## src/rtl/alu_issue_ctrl_if.sv

```systemverilog
// Instruction, ALU and writeback signal bundle for alu_issue_ctrl.
// The controller uses the slave modport; the instruction source / ALU side uses master.
interface alu_issue_ctrl_if;
    logic        in_valid;
    logic        in_ready;
    logic [2:0]  in_op;
    logic [2:0]  in_rd;
    logic [2:0]  in_rs2;
    logic [2:0]  in_rs3;
    logic [31:0] in_imm;
    logic [2:0]  alu_op;
    logic [31:0] alu_r2;
    logic [31:0] alu_r3;
    logic [31:0] alu_r1;
    logic        res_valid;
    logic [2:0]  res_rd;
    logic [31:0] res_data;

    modport master (
        output in_valid, in_op, in_rd, in_rs2, in_rs3, in_imm, alu_r1,
        input  in_ready, alu_op, alu_r2, alu_r3, res_valid, res_rd, res_data
    );

    modport slave (
        input  in_valid, in_op, in_rd, in_rs2, in_rs3, in_imm, alu_r1,
        output in_ready, alu_op, alu_r2, alu_r3, res_valid, res_rd, res_data
    );
endinterface

```

## src/rtl/alu_issue_ctrl.sv

```systemverilog
// Issue/writeback controller for a combinational 32-bit ALU with an 8x32 register file.
// One instruction in flight: IDLE -> EXEC -> WB for ALU ops, IDLE -> WB for LOADI.
module alu_issue_ctrl (
    input  logic              clk,
    input  logic              rst_n,
    alu_issue_ctrl_if.slave   bus,
    input  logic [2:0]        dbg_addr,
    output logic [31:0]       dbg_data
);
    localparam logic [2:0] OpLoadi = 3'b111;

    typedef enum logic [1:0] {StIdle, StExec, StWb} state_e;

    state_e      state_q, state_d;
    logic [2:0]  alu_op_q, alu_op_d;
    logic [31:0] alu_r2_q, alu_r2_d;
    logic [31:0] alu_r3_q, alu_r3_d;
    logic [2:0]  rd_q, rd_d;
    logic [2:0]  res_rd_q, res_rd_d;
    logic [31:0] res_data_q, res_data_d;
    logic [31:0] rf_q [8];
    logic        rf_we;

    always_comb begin
        state_d    = state_q;
        alu_op_d   = alu_op_q;
        alu_r2_d   = alu_r2_q;
        alu_r3_d   = alu_r3_q;
        rd_d       = rd_q;
        res_rd_d   = res_rd_q;
        res_data_d = res_data_q;
        rf_we      = 1'b0;
        unique case (state_q)
            StIdle: begin
                if (bus.in_valid) begin
                    if (bus.in_op == OpLoadi) begin
                        // LOADI bypasses the ALU and leaves its ports untouched
                        res_data_d = bus.in_imm;
                        res_rd_d   = bus.in_rd;
                        state_d    = StWb;
                    end else begin
                        alu_op_d = bus.in_op;
                        alu_r2_d = rf_q[bus.in_rs2];
                        alu_r3_d = rf_q[bus.in_rs3];
                        rd_d     = bus.in_rd;
                        state_d  = StExec;
                    end
                end
            end
            StExec: begin
                res_data_d = bus.alu_r1;
                res_rd_d   = rd_q;
                state_d    = StWb;
            end
            StWb: begin
                rf_we   = (res_rd_q != 3'd0);
                state_d = StIdle;
            end
            default: state_d = StIdle;
        endcase
    end

    always_ff @(posedge clk or negedge rst_n) begin
        if (!rst_n) begin
            state_q    <= StIdle;
            alu_op_q   <= 3'd0;
            alu_r2_q   <= 32'd0;
            alu_r3_q   <= 32'd0;
            rd_q       <= 3'd0;
            res_rd_q   <= 3'd0;
            res_data_q <= 32'd0;
        end else begin
            state_q    <= state_d;
            alu_op_q   <= alu_op_d;
            alu_r2_q   <= alu_r2_d;
            alu_r3_q   <= alu_r3_d;
            rd_q       <= rd_d;
            res_rd_q   <= res_rd_d;
            res_data_q <= res_data_d;
        end
    end

    // Entry 0 is never written, so it keeps its reset value of zero.
    always_ff @(posedge clk or negedge rst_n) begin
        if (!rst_n) begin
            for (int i = 0; i < 8; i++) begin
                rf_q[i] <= 32'd0;
            end
        end else if (rf_we) begin
            rf_q[res_rd_q] <= res_data_q;
        end
    end

    assign bus.in_ready  = (state_q == StIdle);
    assign bus.res_valid = (state_q == StWb);
    assign bus.alu_op    = alu_op_q;
    assign bus.alu_r2    = alu_r2_q;
    assign bus.alu_r3    = alu_r3_q;
    assign bus.res_rd    = res_rd_q;
    assign bus.res_data  = res_data_q;
    assign dbg_data      = rf_q[dbg_addr];
endmodule

```

## src/flat_wrapper.sv

```systemverilog
// flat-port wrapper written by rule: the top's interface ports become plain ports
module alu_issue_ctrl_flat 
  (clk, rst_n, dbg_addr, dbg_data, bus_in_valid, bus_in_op, bus_in_rd, bus_in_rs2, bus_in_rs3, bus_in_imm, bus_alu_r1, bus_in_ready, bus_alu_op, bus_alu_r2, bus_alu_r3, bus_res_valid, bus_res_rd, bus_res_data);
  alu_issue_ctrl_if bus_i ();
  input  logic clk;
  input  logic rst_n;
  input  logic [2:0] dbg_addr;
  output logic [31:0] dbg_data;
  input wire logic [$bits(bus_i.in_valid)-1:0] bus_in_valid;
  input wire logic [$bits(bus_i.in_op)-1:0] bus_in_op;
  input wire logic [$bits(bus_i.in_rd)-1:0] bus_in_rd;
  input wire logic [$bits(bus_i.in_rs2)-1:0] bus_in_rs2;
  input wire logic [$bits(bus_i.in_rs3)-1:0] bus_in_rs3;
  input wire logic [$bits(bus_i.in_imm)-1:0] bus_in_imm;
  input wire logic [$bits(bus_i.alu_r1)-1:0] bus_alu_r1;
  output wire logic [$bits(bus_i.in_ready)-1:0] bus_in_ready;
  output wire logic [$bits(bus_i.alu_op)-1:0] bus_alu_op;
  output wire logic [$bits(bus_i.alu_r2)-1:0] bus_alu_r2;
  output wire logic [$bits(bus_i.alu_r3)-1:0] bus_alu_r3;
  output wire logic [$bits(bus_i.res_valid)-1:0] bus_res_valid;
  output wire logic [$bits(bus_i.res_rd)-1:0] bus_res_rd;
  output wire logic [$bits(bus_i.res_data)-1:0] bus_res_data;
  assign bus_i.in_valid = bus_in_valid;
  assign bus_i.in_op = bus_in_op;
  assign bus_i.in_rd = bus_in_rd;
  assign bus_i.in_rs2 = bus_in_rs2;
  assign bus_i.in_rs3 = bus_in_rs3;
  assign bus_i.in_imm = bus_in_imm;
  assign bus_i.alu_r1 = bus_alu_r1;
  assign bus_in_ready = bus_i.in_ready;
  assign bus_alu_op = bus_i.alu_op;
  assign bus_alu_r2 = bus_i.alu_r2;
  assign bus_alu_r3 = bus_i.alu_r3;
  assign bus_res_valid = bus_i.res_valid;
  assign bus_res_rd = bus_i.res_rd;
  assign bus_res_data = bus_i.res_data;
  alu_issue_ctrl u_core (.clk(clk), .rst_n(rst_n), .bus(bus_i), .dbg_addr(dbg_addr), .dbg_data(dbg_data));
endmodule
```

## config.mk

```make
export PLATFORM = sky130hd
export DESIGN_NAME = alu_issue_ctrl_flat
export DESIGN_NICKNAME = d
export VERILOG_FILES = /design/src/rtl/alu_issue_ctrl_if.sv /design/src/rtl/alu_issue_ctrl.sv /design/src/flat_wrapper.sv
export SDC_FILE = /design/constraint.sdc
export NUM_CORES = 1
export LEC_CHECK = 0
export ABC_AREA = 1
export CORE_ASPECT_RATIO = 0.8
export CORE_MARGIN = 3
export CORE_UTILIZATION = 55
export CTS_BUF_LIST = sky130_fd_sc_hd__clkbuf_16
export DETAILED_ROUTE_END_ITERATION = 6
export PLACE_DENSITY = 0.78
export REMOVE_ABC_BUFFERS = 1
export SLEW_MARGIN = 20
export SYNTH_ARGS = -nofsm -noshare
export SYNTH_HDL_FRONTEND = slang
export SYNTH_SLANG_ARGS = --single-unit
```

## constraint.sdc

```tcl
create_clock -name clk -period 3.8 [get_ports clk]
set_input_delay 0.76 -clock clk [delete_from_list [all_inputs] [get_ports clk]]
set_output_delay 0.76 -clock clk [all_outputs]
set_load 0.05 [all_outputs]
```

==> results by stage <==
Status:
- The flow ran to the end, but the final reports show violations.
- The final reports fail on DRC.

Timing:
- For the pin with the worst max-slew slack, the measured transition is 1150 ps.
- Setup violations remaining at the end of the flow were counted as 0.
- The minimum period implied by the final worst setup slack is 3180 ps.
- The number of failing hold endpoints at the final stage is 0.
- Setup repair after global routing left no endpoint under its margin.
- For the final routed database, the setup TNS stands at 0 ps.
- Across the routed clock network, the largest skew measured is 11.4 ps.
- Headroom to the max-slew limit came out at 23.0%.
- The timing-limited maximum frequency is 0.314 GHz.
- The fraction of the cycle the final worst path needs is 83.8%.
- The final number of max-transition violations is 0.

Yosys:
- The synthesized netlist devotes 33.0% of its cell area to simple gates.
- The number of synthesized flops with an enable pin is 0.
- The number of different library cells used by synthesis comes to 20.
- The portion of synthesized area spent on multiplexers is 0%.
- The area fraction in compound gates after synthesis is 12.6%.
- The total of flip-flops plus latches after synthesis is 363.
- The number of warnings issued by yosys is 0.
- The average size of a mapped cell is 6.73 um^2.
- Synthesis produced a netlist whose cell count is 3072.
- Summing every instance area after synthesis gives 0.0207 mm^2.
- The adder-cell area share of the yosys netlist is 0%.
- By area the synthesized netlist is led by sky130_fd_sc_hd__dfrtp_1, sky130_fd_sc_hd__nand2_1, sky130_fd_sc_hd__nand3_1.
- Counting flops with an async set or reset pin after synthesis yields a share of 100%.
- The most instantiated flip-flop cell in the synthesis netlist is sky130_fd_sc_hd__dfrtp_1.
- The main combinational cell family by area after synthesis is simple AND/OR/NAND/NOR gates.
- The parity-gate share of the synthesized area counting xor and xnor cells is 0%.
- After synthesis, the largest area contributor takes up 43.9% of total cell area.
- The post-synthesis sequential area ratio is 43.9%.
- sky130_fd_sc_hd__dfrtp_1 takes more of the synthesized area than any other cell.

Worst setup path:
- The worst-path maximum fanout is 128.
- The critical path goes through buf_4, inv_6, a21oi_1, o21ai_0, nand2_1, nand2_1, nand2_1, buf_12.
- On the critical path, the stage with the largest delay is an instance of sky130_fd_sc_hd__inv_6.
- The number of cell instances on the worst register-to-register path is 3.
- For flop-to-flop paths, the worst setup slack is 1290 ps.
- For the worst setup path, the data arrival time is 2420 ps.
- Together, buffers and inverters on the worst path number 3.
- The start of the worst register-to-register path is u_core.bus.res_rd[1].
- The critical path's largest stage delay is 640 ps.
- The capture point of the worst reg-to-reg path is u_core.rf_q[192].
- The type of element capturing the critical path is a primary output.
- Among cell families on the critical path, the largest total delay comes from buffers and inverters.
- At the worst endpoint, the required time is 3040 ps.
- The type of the worst setup path is in -> out.
- STA classifies the critical path startpoint as an input port.
- Counting stages on the worst path, the most repeated cell is sky130_fd_sc_hd__nand2_1.

Die:
- The chip width is 223 um.
- The initial core utilization is 56.7%.
- The initialized floorplan defines 62 standard-cell rows.
- The total area inside the core boundary comes to 0.0365 mm^2.
- 218 I/O pins were placed.
- The floorplan die area is 0.0400 mm^2.
- The height of the die is 179 um.

Clock tree:
- In this run the number of H-tree levels came out at 2.
- The number of buffers inserted to repair setup after CTS is 0.
- The buffer depth of the longest clock path is 3.
- The CTS clock-pin slew for the worst setup and hold paths is 60 ps.
- The number of hold buffers added after CTS is 0.
- After clock tree synthesis, the repair step resized 0 gates.
- CTS saw 363 sinks.
- The later pin in the worst-skew pair is clocked with a latency of 540 ps.
- The root buffer cell is sky130_fd_sc_hd__clkbuf_16.
- The TritonCTS clock tree is yes.
- The number of CTS-inserted buffers is 39.

Global route:
- The initial antenna violation count was 0.
- The first global-routing pass estimated 113000 um of wire.
- The global-route usage over all layers is 35.0%.
- The global route total overflow is 0.
- Entering global routing, the biggest net connects 129 pins.
- The number of global-route vias before repair was 21.1k.

Layout:
- The most common cell after layout, fill and taps aside is sky130_fd_sc_hd__nand2_1.
- The repair_antennas step left the layout with diodes totalling 0.
- The area overhead of the layout relative to synthesis is 18.2%.
- Summing all non-filler instances in the final layout gives an area of 0.0244 mm^2.
- The library cells used most frequently in the layout, excluding fill and tap cells, are sky130_fd_sc_hd__nand2_1, sky130_fd_sc_hd__nand3_1, sky130_fd_sc_hd__o21ai_0.
- For this run, the post-layout net count is 3197.
- The fraction of layout instances using a drive strength above 1 is 4.87%.
- The fill cell total of the finished layout is 3145.

Drt:
- The first routing iteration left 3101 violations.
- The detailed-route DRC error count is 6.
- The detailed-route wire length is 72000 um.
- The total vias in the final route is 22.1k.
- Using the TritonRoute via totals, the vias-per-cell ratio works out to 6.10.
- The detail route stage leaves a number of antenna-violating nets equal to 0.
- After detailed routing, the average wire length per cell comes to 19.9 um.
- The pre-antenna-repair detailed-routing pass consisted of 7 iterations.

Min path:
- The min-delay analysis places its worst path in the category in -> async.

Placed design:
- The count of buffers inserted at the top-level ports is 217.
- In this run the cell area measured after placement is 0.0232 mm^2.
- The final weighted congestion of routability-driven global placement is 0.876.
- The half-perimeter wire length of the detailed placement result is 40100 um.

Power and ir drop:
- The ratio of total power to cell area is 677 mW/mm^2.
- The largest vdd supply drop is 0.490 mV.
- The leakage power summed over all cells is 12.2 nW.

Job:
- Across the run, the number of max-cap violations was 0.
cell families after synthesis:
group / count (synthesis)
and+or+nand+nor: 1633
buffers and inverters: 554
AOI/OAI and AO/OA: 522
DFF: 363
through the flow:
stage                     power (W)  util, %  worst slack [ps]  hold slack [ps]  cells
after detailed placement     0.0127     63.7               701              384   3554
after CTS                    0.0165     67.0               663              199   3622
after floorplan              0.0101        -             -60.3              369   2822
after global routing         0.0175     67.0               537              208   3622
after global placement       0.0125     63.7               494              381   3554
final                        0.0166     67.0               617              168   3622
where the power goes:
group / internal (W) / total (W) / switching, W
combinational: 0.00217 / 0.00685 / 0.00468
sequential: 0.00511 / 0.00597 / 0.000865
clock: 0.00214 / 0.00373 / 0.00159
total: 0.00942 / 0.0166 / 0.00713
worst max-delay path by stage:
stage                 startpoint           end  slack (ps)  cells after the start
3_5_place_dp         dbg_addr[0]  dbg_data[27]         700                      8
4_1_cts        u_core.state_q[0]  bus_in_ready         660                      2
3_3_place_gp         dbg_addr[0]  dbg_data[18]         490                      8
5_1_grt              dbg_addr[0]   dbg_data[5]         540                      8
6_report             dbg_addr[0]   dbg_data[5]         620                      8
2_1_floorplan        dbg_addr[0]  dbg_data[31]         -60                      5
cells in the mapped netlist (4+ instances only):
cell                          n
sky130_fd_sc_hd__nor2_1       4
sky130_fd_sc_hd__nor3_4       4
sky130_fd_sc_hd__o21ai_1      7
sky130_fd_sc_hd__inv_2        6
sky130_fd_sc_hd__o21ai_0    383
sky130_fd_sc_hd__buf_2       21
sky130_fd_sc_hd__clkbuf_1   180
sky130_fd_sc_hd__a21oi_1    131
sky130_fd_sc_hd__buf_4        9
sky130_fd_sc_hd__buf_1       32
sky130_fd_sc_hd__dfrtp_1    363
sky130_fd_sc_hd__nand3_2      4
sky130_fd_sc_hd__nand3_1    481
sky130_fd_sc_hd__inv_1      298
sky130_fd_sc_hd__nand2_1   1137
sky130_fd_sc_hd__clkbuf_2     8
flip-flops by register name, summed over array words and instances (netlist names):
| signal | cells |
|---|---|
| u_core.bus.alu_r3 | 32 |
| u_core.bus.alu_r2 | 32 |
| u_core.bus.res_rd | 3 |
| u_core.rd_q | 3 |
| u_core.bus.res_data | 32 |
| u_core.bus.alu_op | 3 |
| u_core.rf_q | 256 |
| u_core.state_q | 2 |
layout make-up:
cell class | instances | area (um^2) | share of cell area (%)
Timing Repair Buffer | 252 | 2890 | 11.8
Tap cell | 480 | 601 | 2.46
Inverter | 304 | 1150 | 4.72
Sequential cell | 363 | 9080 | 37.2
Multi-Input combinational cell | 2155 | 9490 | 38.8
Clock buffer | 41 | 1030 | 4.20
Clock inverter | 27 | 190 | 0.778
per-layer routing:
metal | up-vias | wire length [um] | GRT usage, %
li1 | 9869 | - | -
met1 | 10200 | 28000 | 48.4
met2 | 1730 | 31000 | 52.9
met3 | 348 | 9730 | 8.63
met4 | 0 | 3390 | 14.7
met5 | - | 0 | 0
worst register-to-register path: stages, from the launching register on:
cell and delay, ps:
sky130_fd_sc_hd__dfrtp_1 500, sky130_fd_sc_hd__inv_1 350, sky130_fd_sc_hd__nand4_4 930, sky130_fd_sc_hd__o21ai_0 590
No activity file was read; power rests on OpenSTA's default activity.
